File: src/rtl/cpu_seq_ctrl_if.sv
// Bus, decoder and commit signals between the NPC sequencer and its surroundings.
// Handshakes: req is held until the edge where req && ready, which accepts it; rvalid is a one-cycle strobe sampled only while waiting.
interface cpu_seq_ctrl_if #(
  parameter int INST_W = 32
);
  logic              ifu_req;
  logic              ifu_ready;
  logic              ifu_rvalid;
  logic [INST_W-1:0] ifu_rdata;
  logic [INST_W-1:0] inst_o;
  logic              dec_regwr;
  logic              dec_memtoreg;
  logic              dec_memwr;
  logic [1:0]        dec_csr_ctr;
  logic              dec_halt;
  logic              lsu_req;
  logic              lsu_we;
  logic              lsu_ready;
  logic              lsu_rvalid;
  logic [INST_W-1:0] lsu_rdata;
  logic [INST_W-1:0] load_data;
  logic              pc_we;
  logic              rf_we;
  logic              csr_we;
  logic              retire;
  logic              halted;
  logic              timeout_err;
  logic [3:0]        state_o;

  modport master (
    output ifu_req, inst_o, lsu_req, lsu_we, load_data,
           pc_we, rf_we, csr_we, retire, halted, timeout_err, state_o,
    input  ifu_ready, ifu_rvalid, ifu_rdata,
           dec_regwr, dec_memtoreg, dec_memwr, dec_csr_ctr, dec_halt,
           lsu_ready, lsu_rvalid, lsu_rdata
  );

  modport slave (
    input  ifu_req, inst_o, lsu_req, lsu_we, load_data,
           pc_we, rf_we, csr_we, retire, halted, timeout_err, state_o,
    output ifu_ready, ifu_rvalid, ifu_rdata,
           dec_regwr, dec_memtoreg, dec_memwr, dec_csr_ctr, dec_halt,
           lsu_ready, lsu_rvalid, lsu_rdata
  );
endinterface

File: src/rtl/cpu_seq_ctrl.sv
// Multi-cycle NPC sequencer: fetch, decode, optional load/store, write-back commit strobes.
// Bus states are guarded by a wait counter that forces HALT if a handshake never completes.
module cpu_seq_ctrl #(
   parameter int INST_W         = 32,
   parameter int TIMEOUT_W      = 8,
   parameter int TIMEOUT_CYCLES = 255
) (
   input  logic          clk,
   input  logic          rst_n,
   cpu_seq_ctrl_if.master bus
);

   typedef enum logic [3:0] {
      BOOT     = 4'd0,
      IF_REQ   = 4'd1,
      IF_WAIT  = 4'd2,
      DECODE   = 4'd3,
      EXEC     = 4'd4,
      MEM_REQ  = 4'd5,
      MEM_WAIT = 4'd6,
      WB       = 4'd7,
      HALT     = 4'd8
   } state_e;

   localparam logic [TIMEOUT_W-1:0] LAST_WAIT = TIMEOUT_W'(TIMEOUT_CYCLES - 1);

   state_e                state_q, state_d;
   logic [TIMEOUT_W-1:0]  wait_cnt_q, wait_cnt_d;
   logic [INST_W-1:0]     inst_q, inst_d;
   logic [INST_W-1:0]     load_q, load_d;
   logic                  timeout_q, timeout_d;
   logic                  bus_wait;
   logic                  exit_ok;

   always_ff @(posedge clk or negedge rst_n) begin
      if (!rst_n) begin
         state_q    <= BOOT;
         wait_cnt_q <= '0;
         inst_q     <= '0;
         load_q     <= '0;
         timeout_q  <= 1'b0;
      end else begin
         state_q    <= state_d;
         wait_cnt_q <= wait_cnt_d;
         inst_q     <= inst_d;
         load_q     <= load_d;
         timeout_q  <= timeout_d;
      end
   end

   always_comb begin
      state_d   = state_q;
      inst_d    = inst_q;
      load_d    = load_q;
      timeout_d = timeout_q;
      bus_wait  = 1'b0;
      exit_ok   = 1'b0;
      case (state_q)
         BOOT:    state_d = IF_REQ;
         IF_REQ: begin
            bus_wait = 1'b1;
            exit_ok  = bus.ifu_ready;
            if (exit_ok) state_d = IF_WAIT;
         end
         IF_WAIT: begin
            bus_wait = 1'b1;
            exit_ok  = bus.ifu_rvalid;
            if (exit_ok) begin
               inst_d  = bus.ifu_rdata;
               state_d = DECODE;
            end
         end
         DECODE:  state_d = EXEC;
         EXEC:    state_d = (bus.dec_memtoreg || bus.dec_memwr) ? MEM_REQ : WB;
         MEM_REQ: begin
            bus_wait = 1'b1;
            exit_ok  = bus.lsu_ready;
            if (exit_ok) state_d = MEM_WAIT;
         end
         MEM_WAIT: begin
            bus_wait = 1'b1;
            exit_ok  = bus.lsu_rvalid;
            if (exit_ok) begin
               if (!bus.dec_memwr) load_d = bus.lsu_rdata;
               state_d = WB;
            end
         end
         WB:      state_d = bus.dec_halt ? HALT : IF_REQ;
         HALT:    state_d = HALT;
         default: state_d = BOOT;
      endcase

      // A handshake landing on the last allowed cycle still wins.
      if (bus_wait && !exit_ok && (wait_cnt_q == LAST_WAIT)) begin
         state_d   = HALT;
         timeout_d = 1'b1;
      end

      if (state_d != state_q) wait_cnt_d = '0;
      else if (bus_wait)      wait_cnt_d = wait_cnt_q + 1'b1;
      else                    wait_cnt_d = wait_cnt_q;
   end

   assign bus.ifu_req     = (state_q == IF_REQ);
   assign bus.lsu_req     = (state_q == MEM_REQ);
   assign bus.lsu_we      = ((state_q == MEM_REQ) || (state_q == MEM_WAIT)) && bus.dec_memwr;
   assign bus.pc_we       = (state_q == WB);
   assign bus.retire      = (state_q == WB);
   assign bus.rf_we       = (state_q == WB) && bus.dec_regwr && !bus.dec_memwr;
   assign bus.csr_we      = (state_q == WB) && (bus.dec_csr_ctr == 2'b10);
   assign bus.halted      = (state_q == HALT);
   assign bus.timeout_err = timeout_q;
   assign bus.inst_o      = inst_q;
   assign bus.load_data   = load_q;
   assign bus.state_o     = state_q;

endmodule

File: src/flat_wrapper.sv
// flat-port wrapper written by rule: the top's interface ports become plain ports
module cpu_seq_ctrl_flat 
#(
   parameter int INST_W         = 32,
   parameter int TIMEOUT_W      = 8,
   parameter int TIMEOUT_CYCLES = 255
)
  (clk, rst_n, bus_ifu_req, bus_inst_o, bus_lsu_req, bus_lsu_we, bus_load_data, bus_pc_we, bus_rf_we, bus_csr_we, bus_retire, bus_halted, bus_timeout_err, bus_state_o, bus_ifu_ready, bus_ifu_rvalid, bus_ifu_rdata, bus_dec_regwr, bus_dec_memtoreg, bus_dec_memwr, bus_dec_csr_ctr, bus_dec_halt, bus_lsu_ready, bus_lsu_rvalid, bus_lsu_rdata);
  cpu_seq_ctrl_if #(.INST_W(INST_W)) bus_i ();
  input  logic clk;
  input  logic rst_n;
  output wire logic [$bits(bus_i.ifu_req)-1:0] bus_ifu_req;
  output wire logic [$bits(bus_i.inst_o)-1:0] bus_inst_o;
  output wire logic [$bits(bus_i.lsu_req)-1:0] bus_lsu_req;
  output wire logic [$bits(bus_i.lsu_we)-1:0] bus_lsu_we;
  output wire logic [$bits(bus_i.load_data)-1:0] bus_load_data;
  output wire logic [$bits(bus_i.pc_we)-1:0] bus_pc_we;
  output wire logic [$bits(bus_i.rf_we)-1:0] bus_rf_we;
  output wire logic [$bits(bus_i.csr_we)-1:0] bus_csr_we;
  output wire logic [$bits(bus_i.retire)-1:0] bus_retire;
  output wire logic [$bits(bus_i.halted)-1:0] bus_halted;
  output wire logic [$bits(bus_i.timeout_err)-1:0] bus_timeout_err;
  output wire logic [$bits(bus_i.state_o)-1:0] bus_state_o;
  input wire logic [$bits(bus_i.ifu_ready)-1:0] bus_ifu_ready;
  input wire logic [$bits(bus_i.ifu_rvalid)-1:0] bus_ifu_rvalid;
  input wire logic [$bits(bus_i.ifu_rdata)-1:0] bus_ifu_rdata;
  input wire logic [$bits(bus_i.dec_regwr)-1:0] bus_dec_regwr;
  input wire logic [$bits(bus_i.dec_memtoreg)-1:0] bus_dec_memtoreg;
  input wire logic [$bits(bus_i.dec_memwr)-1:0] bus_dec_memwr;
  input wire logic [$bits(bus_i.dec_csr_ctr)-1:0] bus_dec_csr_ctr;
  input wire logic [$bits(bus_i.dec_halt)-1:0] bus_dec_halt;
  input wire logic [$bits(bus_i.lsu_ready)-1:0] bus_lsu_ready;
  input wire logic [$bits(bus_i.lsu_rvalid)-1:0] bus_lsu_rvalid;
  input wire logic [$bits(bus_i.lsu_rdata)-1:0] bus_lsu_rdata;
  assign bus_ifu_req = bus_i.ifu_req;
  assign bus_inst_o = bus_i.inst_o;
  assign bus_lsu_req = bus_i.lsu_req;
  assign bus_lsu_we = bus_i.lsu_we;
  assign bus_load_data = bus_i.load_data;
  assign bus_pc_we = bus_i.pc_we;
  assign bus_rf_we = bus_i.rf_we;
  assign bus_csr_we = bus_i.csr_we;
  assign bus_retire = bus_i.retire;
  assign bus_halted = bus_i.halted;
  assign bus_timeout_err = bus_i.timeout_err;
  assign bus_state_o = bus_i.state_o;
  assign bus_i.ifu_ready = bus_ifu_ready;
  assign bus_i.ifu_rvalid = bus_ifu_rvalid;
  assign bus_i.ifu_rdata = bus_ifu_rdata;
  assign bus_i.dec_regwr = bus_dec_regwr;
  assign bus_i.dec_memtoreg = bus_dec_memtoreg;
  assign bus_i.dec_memwr = bus_dec_memwr;
  assign bus_i.dec_csr_ctr = bus_dec_csr_ctr;
  assign bus_i.dec_halt = bus_dec_halt;
  assign bus_i.lsu_ready = bus_lsu_ready;
  assign bus_i.lsu_rvalid = bus_lsu_rvalid;
  assign bus_i.lsu_rdata = bus_lsu_rdata;
  cpu_seq_ctrl #(.INST_W(INST_W), .TIMEOUT_W(TIMEOUT_W), .TIMEOUT_CYCLES(TIMEOUT_CYCLES)) u_core (.clk(clk), .rst_n(rst_n), .bus(bus_i));
endmodule
File: config.mk
export PLATFORM = sky130hd
export DESIGN_NAME = cpu_seq_ctrl_flat
export DESIGN_NICKNAME = d
export VERILOG_FILES = /design/src/rtl/cpu_seq_ctrl_if.sv /design/src/rtl/cpu_seq_ctrl.sv /design/src/flat_wrapper.sv
export SDC_FILE = /design/constraint.sdc
export NUM_CORES = 1
export LEC_CHECK = 0
export BUFFER_PORTS_ARGS = -buffer_cell sky130_fd_sc_hd__buf_2
export CORE_ASPECT_RATIO = 0.7
export CORE_UTILIZATION = 46
export CTS_BUF_LIST = sky130_fd_sc_hd__clkbuf_4 sky130_fd_sc_hd__clkbuf_8 sky130_fd_sc_hd__clkbuf_16
export DETAILED_ROUTE_END_ITERATION = 16
export MAX_ROUTING_LAYER = met4
export PLACE_DENSITY = 0.79
export SYNTH_ARGS = -nofsm -noshare
export SYNTH_HDL_FRONTEND = slang
export SYNTH_SLANG_ARGS = --single-unit
export TNS_END_PERCENT = 50
File: constraint.sdc
create_clock -name clk -period 5.45 [get_ports clk]
set_input_delay 0.2725 -clock clk [delete_from_list [all_inputs] [get_ports clk]]
set_output_delay 0.2725 -clock clk [all_outputs]
set_load 0.02 [all_outputs]
### Yosys cells after proc, flatten, opt, wreduce, memory -nomap -nowiden

Cells that the tools add are included.

| cells by class | value |
|---|---|
| multiplexer cells | 12 |
| reduce and logical (&&, ||, !) cells | 15 |
| equal/unequal tests | 11 |
| add/subtract/negate cells | 1 |
| bitwise logic cells | 1 |

Operators by type and width:

| operator | number |
|---|---|
| $pmux W4 S9 | 1 |
| $mux W4 | 6 |
| $eq A4 B3 Y1 const B | 4 |
| $mux W8 | 2 |
| $add A8 B1 Y8 const B | 1 |
| $eq A4 B2 Y1 const B | 2 |
| $eq A8 B8 Y1 const B | 1 |
| $logic_and A1 B1 Y1 | 6 |
| $eq A4 B1 Y1 const B | 1 |
| $eq A4 B4 Y1 const B | 1 |
| $logic_not A4 Y1 | 1 |
| $ne A4 B4 Y1 | 1 |
| $pmux W1 S4 | 1 |
| $reduce_or A4 Y1 | 1 |
| $reduce_and A3 Y1 | 1 |
| $eq A2 B2 Y1 const B | 1 |
| $logic_not A1 Y1 | 2 |
| $logic_or A1 B1 Y1 | 2 |
| $mux W2 | 1 |
| $reduce_and A2 Y1 | 1 |
| $reduce_bool A2 Y1 | 1 |
| $mux W1 | 1 |
| $not A1 Y1 | 1 |

| storage, ports and cells | value |
|---|---|
| flip-flop bits (word level) | 77 |

### Logic depth before layout (Yosys ltp)

Gate-level depths: netlist (run 1).

| logic depth | value |
|---|---|
| depth after elaboration | 8 |
| mapped depth | 8 |
| depth with buffers taken out | 7 |

### Worst setup path after synthesis (run 1)

No wires, ideal clock.

| timing path | value |
|---|---|
| path kind | register to register |
| start | reg u_core.state_q[2], in the netlist u_core.bus.state_o[2] |
| end | reg u_core.wait_cnt_q[1] |
| required time | 5.363 ns |
| cell stages (with the launch flop) | 8 |
| period minus slack after synthesis | 2.105 ns |
| setup slack | 3.345 ns |
| arrival | 2.019 ns |
| library setup time | 0.087 ns |
| buffers on the path | 2 |
| path through | dfrtp_1 buf_4 nand2_1 a2111oi_2 o21ai_1 or4_4 buf_6 a211oi_2 |

| on the way | value |
|---|---|
| word-level cells in the longest chain between the ends | 8 |
| elaborated cells on any way between the ends | 24 |
| classes of those cells | 9 x eq/ne; 9 x mux; 6 x reduce/logical |

Ends and longest elaborated chain:

| what | RTL line | source |
|---|---|---|
| from (decl) | cpu_seq_ctrl.sv:27 | `state_e state_q, state_d;` |
| from (signal assigned) | cpu_seq_ctrl.sv:43 | `state_q <= state_d;` |
| $eq A4 B3 Y1, or another cell as far along | cpu_seq_ctrl.sv:58 | `case (state_q)` |
| $pmux W1 S4 / $reduce_or A4 Y1 (equally long branches) | n/a |  |
| $logic_not A1 Y1 / $mux W1 (equally long branches) | cpu_seq_ctrl.sv:94, cpu_seq_ctrl.sv:58 |  |
| $logic_and A1 B1 Y1 (2 in series) | cpu_seq_ctrl.sv:94 | `if (bus_wait && !exit_ok && (wait_cnt_q == LAST_WAIT)) begin` |
| $mux W4 | cpu_seq_ctrl.sv:94 |  |
| $ne A4 B4 Y1 | cpu_seq_ctrl.sv:99 | `if (state_d != state_q) wait_cnt_d = '0;` |
| $mux W8 / $reduce_bool A2 Y1 (equally long branches) | n/a |  |
| to (signal assigned) | cpu_seq_ctrl.sv:44 | `wait_cnt_q <= wait_cnt_d;` |
| to (decl) | cpu_seq_ctrl.sv:28 | `logic [TIMEOUT_W-1:0] wait_cnt_q, wait_cnt_d;` |

Parallel ways exist; a longest one is shown, timed or not.
A chain may end at the register's enable or synchronous reset.

### Worst setup path after layout (run 1)

| timing path | value |
|---|---|
| start | reg u_core.state_q[1], in the netlist u_core.bus.state_o[1] |
| end | out bus_lsu_we |

| on the way | value |
|---|---|
| word-level cells in the longest chain between the ends | 3 |
| elaborated cells on any way between the ends | 4 |
| classes of those cells | 2 x eq/ne; 2 x reduce/logical |

Ends and longest elaborated chain:

| what | RTL line | source |
|---|---|---|
| $eq A4 B3 Y1 | cpu_seq_ctrl.sv:106 | `assign bus.lsu_we = ((state_q == MEM_REQ) \|\| (state_q == MEM_WAIT)) && bus.dec_memwr;` |
| $logic_or A1 B1 Y1 * | cpu_seq_ctrl.sv:106 |  |
| $logic_and A1 B1 Y1 * | cpu_seq_ctrl.sv:106 |  |
| to (decl) | flat_wrapper.sv:15 | `output wire logic [$bits(bus_i.lsu_we)-1:0] bus_lsu_we;` |

Every way passes the cells marked *; elsewhere a longest branch is shown, timed or not.

==> results of run 1 <==
[kinds of logic after synthesis]
family	share of synthesized area, %
mux	22.9
buf+inv	2.44
fa+ha+maj	0.774
flops	59.6
xor+xnor	2.44
compound gates	3.37
simple gates	8.44
[registers in the layout, indices dropped and copies added, names as in the netlist]
signal                  count
u_core.bus.inst_o          32
u_core.bus.load_data       32
u_core.wait_cnt_q           8
u_core.bus.state_o          4
u_core.bus.timeout_err      1
[power by group]
part	leakage, nW	internal [mW]	switching, mW
registers	0.969	0.825	0.168
clock network	0.127	0.324	0.206
logic	1.16	0.476	0.646
[final cells by class]
class	instances	area, sq um
Multi-Input combinational cell	137	1230
Sequential cell	77	1930
Timing Repair Buffer	154	778
Inverter	4	15.0
Clock buffer	11	145
Tap cell	94	118
Fill cell	544	2470
Clock inverter	5	108
[cells in the mapped netlist, types with 3 or more instances]
| cell type | count |
|---|---|
| sky130_fd_sc_hd__inv_1 | 4 |
| sky130_fd_sc_hd__clkbuf_1 | 4 |
| sky130_fd_sc_hd__nor2_1 | 12 |
| sky130_fd_sc_hd__mux2_2 | 65 |
| sky130_fd_sc_hd__xor2_1 | 7 |
| sky130_fd_sc_hd__buf_1 | 6 |
| sky130_fd_sc_hd__a21oi_1 | 3 |
| sky130_fd_sc_hd__nand4_1 | 4 |
| sky130_fd_sc_hd__o21ai_0 | 4 |
| sky130_fd_sc_hd__nand2_1 | 4 |
| sky130_fd_sc_hd__nor3b_1 | 3 |
| sky130_fd_sc_hd__dfrtp_1 | 77 |
[worst max-delay path, stage by stage, from the launching register on]
cell	delay (ns)
sky130_fd_sc_hd__dfrtp_1	0.66
sky130_fd_sc_hd__xnor2_1	0.11
sky130_fd_sc_hd__nor2_1	0.53
sky130_fd_sc_hd__and3_1	0.24
sky130_fd_sc_hd__buf_2	0.16
[stage by stage]
| stage | std cells | total power, mW | util (%) |
|---|---|---|---|
| floorplan | 231 | 1.75 | - |
| global placement | 466 | 2.08 | 59.9 |
| detailed placement | 466 | 2.13 | 59.9 |
| CTS | 482 | 2.67 | 63.6 |
| global route | 482 | 2.81 | 63.6 |
| finish | 482 | 2.64 | 63.6 |
[worst max path at each step]
stage	depth (start not counted)	endpoint
floorplan	7	u_core.wait_cnt_q[1]$_DFFE_PN0P_
global placement	5	u_core.wait_cnt_q[1]$_DFFE_PN0P_
detailed placement	5	u_core.wait_cnt_q[1]$_DFFE_PN0P_
CTS	4	bus_lsu_we
global route	4	bus_lsu_we
finish	4	bus_lsu_we
[layer usage]
layer / vias up / global-route usage, % / routed length [um]
met2: 115 / 30.3 / 3260
met5: - / - / 0
met3: 8 / 9.06 / 662
met4: 0 / 6.67 / 60
met1: 1105 / 24.6 / 2980
li1: 1120 / - / -
==> impl_results.md, run 1 <==
* Setup crit start kind: flip-flop
* Number of instances resized during post-cts repair at 0
* Most frequent cells in the layout: sky130_fd_sc_hd__buf_2 (151), sky130_fd_sc_hd__dfrtp_1 (77), sky130_fd_sc_hd__mux2_2 (65)
* Post-synthesis sequential element count at 77
* Core outline area at 6790 sq um
* Cell depth of the worst flop-to-flop path at 5
* Cts-stage hold buffer count at 0
* Synthesized area per cell at 14.0 sq um
* Number of nets in the final layout at 461
* Dominant synthesized flop cell: sky130_fd_sc_hd__dfrtp_1
* Detailed-route via count at between 2,000 and 2,500
* Drt wl/cell at 14.4 um
* Number of antenna violations at the first check in global routing at 0
* Area share of the leading cell type in the synthesized netlist at between 50% and 60%
* Max Buffers Root-to-Sink at 2
* Root Driver: sky130_fd_sc_hd__clkbuf_8
* Global-route total usage across every layer at roughly a fifth
* First-iteration detailed-routing DRC count at 115
* Post-route clock period utilization at 42.4%
* Post-Route Skew at approximately 0.01 ns
* Min-delay worst type: input port to asynchronous set/reset pin
* Length of the first detailed-routing pass in iterations at 6
* Number of max-cap violations at 0
* Final wirelength at roughly 7000 um
* X dimension of the die at 102 um
* Setup Viol. Count Final at 0
* Number of enable-type register cells in the synthesized netlist at 0
* Clock Sink Count at 77
* RSZ-0062 raised after global routing: no
* Yosys top cell by area: sky130_fd_sc_hd__dfrtp_1
* Largest net degree at the start of global routing at 78
* Leakage component of the power at 2.26 nW
* Yosys synthesis warning count at 0
* Area of the die at between 7000 and 8000 sq um
* Overflow left after global routing at 0
* Fraction of the yosys area taken by sequential cells at approximately 60%
* Net count after synthesis at just over 300
* Minimum clock period at 2.31 ns
* Final weighted congestion in routability-driven placement at 0.814
* Endpoint of the worst register-to-register path: u_core.wait_cnt_q[1]$_DFFE_PN0P_
* Number of antenna-violating nets in the routed design at 0
* Via count of the first global-routing pass at roughly 2,300
* Aggregate negative setup slack at 0 ns
* Floorplan row count at 25
* Max Fclk at 432 MHz
* Clock latency of the later-clocked register in the worst-skew pair at 0.34 ns
* Worst slack on hold paths at 0.0681 ns
* Number of primary I/O pins at ~150
* Setup Fix Bufs, Post-CTS at 0
* Port-buffer cells at 152
* TritonCTS Buffers at 9
* Fraction of registers with async set/reset at between 90% and 100%
* Maximum VDD drop at 0.000373 V
* Flop2flop setup slack at around 3.2 ns
* Worst setup path start: u_core.bus.state_o[1]$_DFF_PN0_
* Worst setup slack after layout at 3.14 ns
* Share of post-route cells with drive strength above 1 at between 60% and 70%
* Clock Pin Slew Worst Setup and Hold Paths at 0.08 ns
* Summed area of non-filler cells in the final layout at 4320 sq um
* Number of unique standard cell types used by synthesis at between 40 and 50
* Endpoint class of the critical path: output pin
* Top post-synthesis cells by area: sky130_fd_sc_hd__dfrtp_1 (60%), sky130_fd_sc_hd__mux2_2 (23%), sky130_fd_sc_hd__xor2_1 (1.9%), sky130_fd_sc_hd__nor2_1 (1.4%), sky130_fd_sc_hd__ha_1 (0.77%)
* Largest fanout on the critical path at 17
* Worst endpoint data arrival time at roughly 2.0 ns
* Count of inserted antenna diode cells at 0
* Launch point of the worst reg-to-reg path: u_core.bus.state_o[1]$_DFF_PN0_
* Worst Setup Slack post-DPL at ~3.2 ns
* Most common library cell in the layout ignoring fill and taps: sky130_fd_sc_hd__buf_2
* Area overhead of the layout relative to synthesis at 33.6%
* Actual transition at the worst max-transition pin at 0.953 ns
* Status: finished clean
* Required arrival time at the worst endpoint at ~5.2 ns
* Initial Utilization at 47.6%
* Final number of max-transition violations at 0
* Vias per cell at 4.87
* Mapped cell area at approximately 3200 sq um
* Die Y at a little over 70 um
* Global-route wire length before repair at between 10,000 and 15,000 um
* TritonCTS clock tree: yes
* Post-placement cell area at 4070 sq um
* Post-Synthesis Cells at 231
* Depth of the CTS H-tree at 3
* Worst rel slew slack at roughly 36%
* Number of hold violations in the final report at 0
* Remaining design rule violation count at 0
* Power per standard cell area at slightly above 600 nW/um^2
* Critical path class: flip-flop to output pin
No activity file was read; power rests on OpenSTA's default activity.
==> inputs of run 2 (changes only) <==
ABC_AREA = 1   (was unset)
CORE_UTILIZATION = 43   (was 46)
PLACE_DENSITY = 0.77   (was 0.79)
clock period = 1.94 ns   (was 5.45 ns; I/O delays follow)
==> impl_results.md, run 2 <==
* Status: finished clean
* Number of nets in the final layout at 630
* Worst slack on hold paths at 0.0131 ns
* Max Buffers Root-to-Sink at 2
* Minimum clock period at 1.76 ns
* Initial Utilization at 45.9%
* Aggregate negative setup slack at 0 ns
* WHS Endpoint: u_core.bus.load_data[27]$_DFFE_PN0P_
* Largest fanout on the critical path at 6
* Core outline area at 7510 sq um
* Drt wl/cell at 14.3 um
* CP max stage delay at 0.47 ns
* Remaining design rule violation count at 0
* Dominant synthesized flop cell: sky130_fd_sc_hd__dfrtp_1
* Vias per cell at approximately 4.7
* Endpoint of the worst register-to-register path: u_core.bus.load_data[16]$_DFFE_PN0P_
* Clock Sink Count at 77
* Number of enable-type register cells in the synthesized netlist at 0
* Number of antenna-violating nets in the routed design at 0
* Yosys synthesis warning count at 0
* Detailed-route via count at 3,110
* Area of the die at between 8000 and 9000 sq um
* Final number of max-transition violations at 0
* Setup Viol. Count Final at 0
* Summed area of non-filler cells in the final layout at 5180 sq um
* Count of cells along the worst hold path at 2
* Post-Synthesis Cells at 340
* Critical path class: flip-flop to output pin
* Combinational family with the most area after synthesis: simple AND/OR/NAND/NOR gates
* TritonCTS Buffers at 9
* Count of inserted antenna diode cells at 0
* Cell mode on critical path: sky130_fd_sc_hd__nand2_1
* Global-route wire length before repair at 15,100 um
* Portion of netlist area occupied by mux cells at a little over a tenth
* Fraction of registers with async set/reset at 100%
* Yosys top cell by area: sky130_fd_sc_hd__dfrtp_1
* Leakage component of the power at between 2 and 3 nW
* Post-synthesis sequential element count at 77
* Post-DP HPWL at just over 6000 um
* Clock Pin Slew Worst Setup and Hold Paths at roughly 0.060 ns
* Final weighted congestion in routability-driven placement at slightly below 0.9
* Arithmetic-cell share of the synthesized area counting full adders, half adders and majority gates at 0.725%
* Core occupancy in the finished layout at 68.9%
* Most instantiated library cell after synthesis: sky130_fd_sc_hd__nand2_1
* Cell depth of the worst flop-to-flop path at 6
* Ranking of synthesized cells by instance count: sky130_fd_sc_hd__nand2_1 (128), sky130_fd_sc_hd__dfrtp_1 (77), sky130_fd_sc_hd__mux2_2 (26)
* Worst endpoint data arrival time at 1.66 ns
* First-iteration detailed-routing DRC count at 99
* Number of unique standard cell types used by synthesis at 27
* Flop2flop setup slack at approximately 0.20 ns
* Post-placement cell area at 4330 sq um
* Actual transition at the worst max-transition pin at 0.464 ns
* Area overhead of the layout relative to synthesis at 50.0%
* Master of the slowest instance on the critical path: sky130_fd_sc_hd__dfrtp_1
* Mapped cell area at 3450 sq um
* Number of primary I/O pins at 153
* Chain of cells forming the critical path: nand2_1, inv_1, nand2_1, inv_1, nand2_1, nor2_1, buf_2
* Floorplan row count at 26
* Depth of the CTS H-tree at 3
* Most frequent cells in the layout: sky130_fd_sc_hd__buf_2 (151), sky130_fd_sc_hd__nand2_1 (128), sky130_fd_sc_hd__dfrtp_1 (76)
* Worst rel slew slack at between 60% and 70%
* Via count of the first global-routing pass at 3,152
* Length of the first detailed-routing pass in iterations at 4
* Post-Route Skew at roughly 0.008 ns
* Number of antenna violations at the first check in global routing at 0
* RSZ-0062 raised after global routing: no
* Number of max-cap violations at 0
* Overflow left after global routing at 0
* X dimension of the die at 109 um
* Max Fclk at approximately 570 MHz
* Root Driver: sky130_fd_sc_hd__clkbuf_16
* Most common library cell in the layout ignoring fill and taps: sky130_fd_sc_hd__buf_2
* Required arrival time at the worst endpoint at around 1.8 ns
* Share of post-route cells with drive strength above 1 at 42.7%
* Die Y at around 77 um
* Post-synthesis compound-gate area fraction at 0.761%
* Area share of the leading cell type in the synthesized netlist at a little under three fifths
* Startpoint of the tightest hold check path: bus_lsu_rdata[27]
* Final wirelength at 9350 um
* Final cell count without fillers at between 600 and 700
* XOR/XNOR share of the synthesized area at 1.52%
* Endpoint class of the critical path: output pin
* Number of hold violations in the final report at 0
* Port-buffer cells at 152
* Number of cells in the design after placement at around 580
* Clock latency of the later-clocked register in the worst-skew pair at 0.33 ns
* Fraction of the yosys area taken by sequential cells at 55.8%
* Maximum VDD drop at 0.000735 V
* TritonCTS clock tree: yes
* Post-route clock period utilization at 90.8%
* Post-Synth Simple-Gate Area at 26.4%
* Setup crit start kind: flip-flop
* Launch point of the worst reg-to-reg path: u_core.bus.state_o[0]$_DFF_PN0_
* Min-delay worst type: input port to flip-flop
* Top post-synthesis cells by area: sky130_fd_sc_hd__dfrtp_1 (56%), sky130_fd_sc_hd__nand2_1 (14%), sky130_fd_sc_hd__mux2_2 (8.5%), sky130_fd_sc_hd__nor3_2 (2.3%), sky130_fd_sc_hd__nor2_4 (2.3%)
* Power per standard cell area at 1500 nW/um^2
* Largest net degree at the start of global routing at 44
* Synthesized area per cell at just over 10 sq um
* Net count after synthesis at 418
* Global-route total usage across every layer at 24.5%
## run 2: how the worst max path moves through the flow
| stage | slack (ns) | startpoint | endpoint |
|---|---|---|---|
| floorplan | 0.27 | u_core.bus.state_o[1]$_DFF_PN0_ | u_core.wait_cnt_q[3]$_DFFE_PN0P_ |
| global placement | 0.27 | u_core.bus.state_o[0]$_DFF_PN0_ | u_core.bus.load_data[30]$_DFFE_PN0P_ |
| detailed placement | 0.19 | u_core.bus.state_o[0]$_DFF_PN0_ | u_core.bus.load_data[16]$_DFFE_PN0P_ |
| CTS | 0.09 | u_core.bus.state_o[2]$_DFF_PN0_ | bus_csr_we |
| global route | 0.009 | u_core.bus.state_o[1]$_DFF_PN0_ | bus_rf_we |
| finish | 0.18 | u_core.bus.state_o[1]$_DFF_PN0_ | bus_csr_we |
## run 2: final cells by class
cell class	instances	area, sq um
clock buffers	10	233
repair buffers	211	1370
well taps	98	123
inverters	23	86.3
multi-input cells	230	1380
clock inverters	6	63.8
fillers	538	2340
flip-flops and latches	77	1930
## run 2: kinds of logic after synthesis
| kind of cell | after synthesis |
|---|---|
| flip-flops | 77 |
| adder cells (fa/ha/maj) | 2 |
| AO/OA/AOI/OAI | 5 |
| multiplexers | 32 |
| XOR/XNOR | 6 |
| AND/OR/NAND/NOR | 185 |
| buffers and inverters | 33 |
## run 2: worst max-delay path, delay by kind of cell (launching register included)
kind	cells	cell delay, ns
simple gates	4	0.42
flops	1	0.47
buf+inv	3	0.45
## run 2: metrics by stage
stage | setup slack [ns] | power (mW)
global route | 0.00932 | 8.27
finish | 0.179 | 7.77
CTS | 0.0915 | 7.79
floorplan | 0.274 | 4.88
detailed placement | 0.189 | 6.02
global placement | 0.266 | 5.92
## run 2: timing repair
item,CTS,global route
hold buffers,53,2
setup buffers,0,0
resized for setup,0,1
endpoints found under the setup margin,0,2
endpoints found under the hold margin,86,2
## run 2: routing by layer
| layer | track usage (%) | up-vias | part of all wire [%] |
|---|---|---|---|
| met5 | - | - | 0 |
| met1 | 29.4 | 1462 | 44 |
| met2 | 40.1 | 152 | 47 |
| met4 | 7.03 | 0 | 0.96 |
| met3 | 6.89 | 9 | 8.6 |
| li1 | - | 1487 | - |
## run 2: power by group
group | leakage, nW | switching, mW | internal [mW] | total (mW)
clock network | 0.142 | 0.641 | 1.01 | 1.65
registers | 0.983 | 0.403 | 2.26 | 2.66
logic | 1.69 | 2.24 | 1.23 | 3.47
total | 2.81 | 3.28 | 4.49 | 7.77
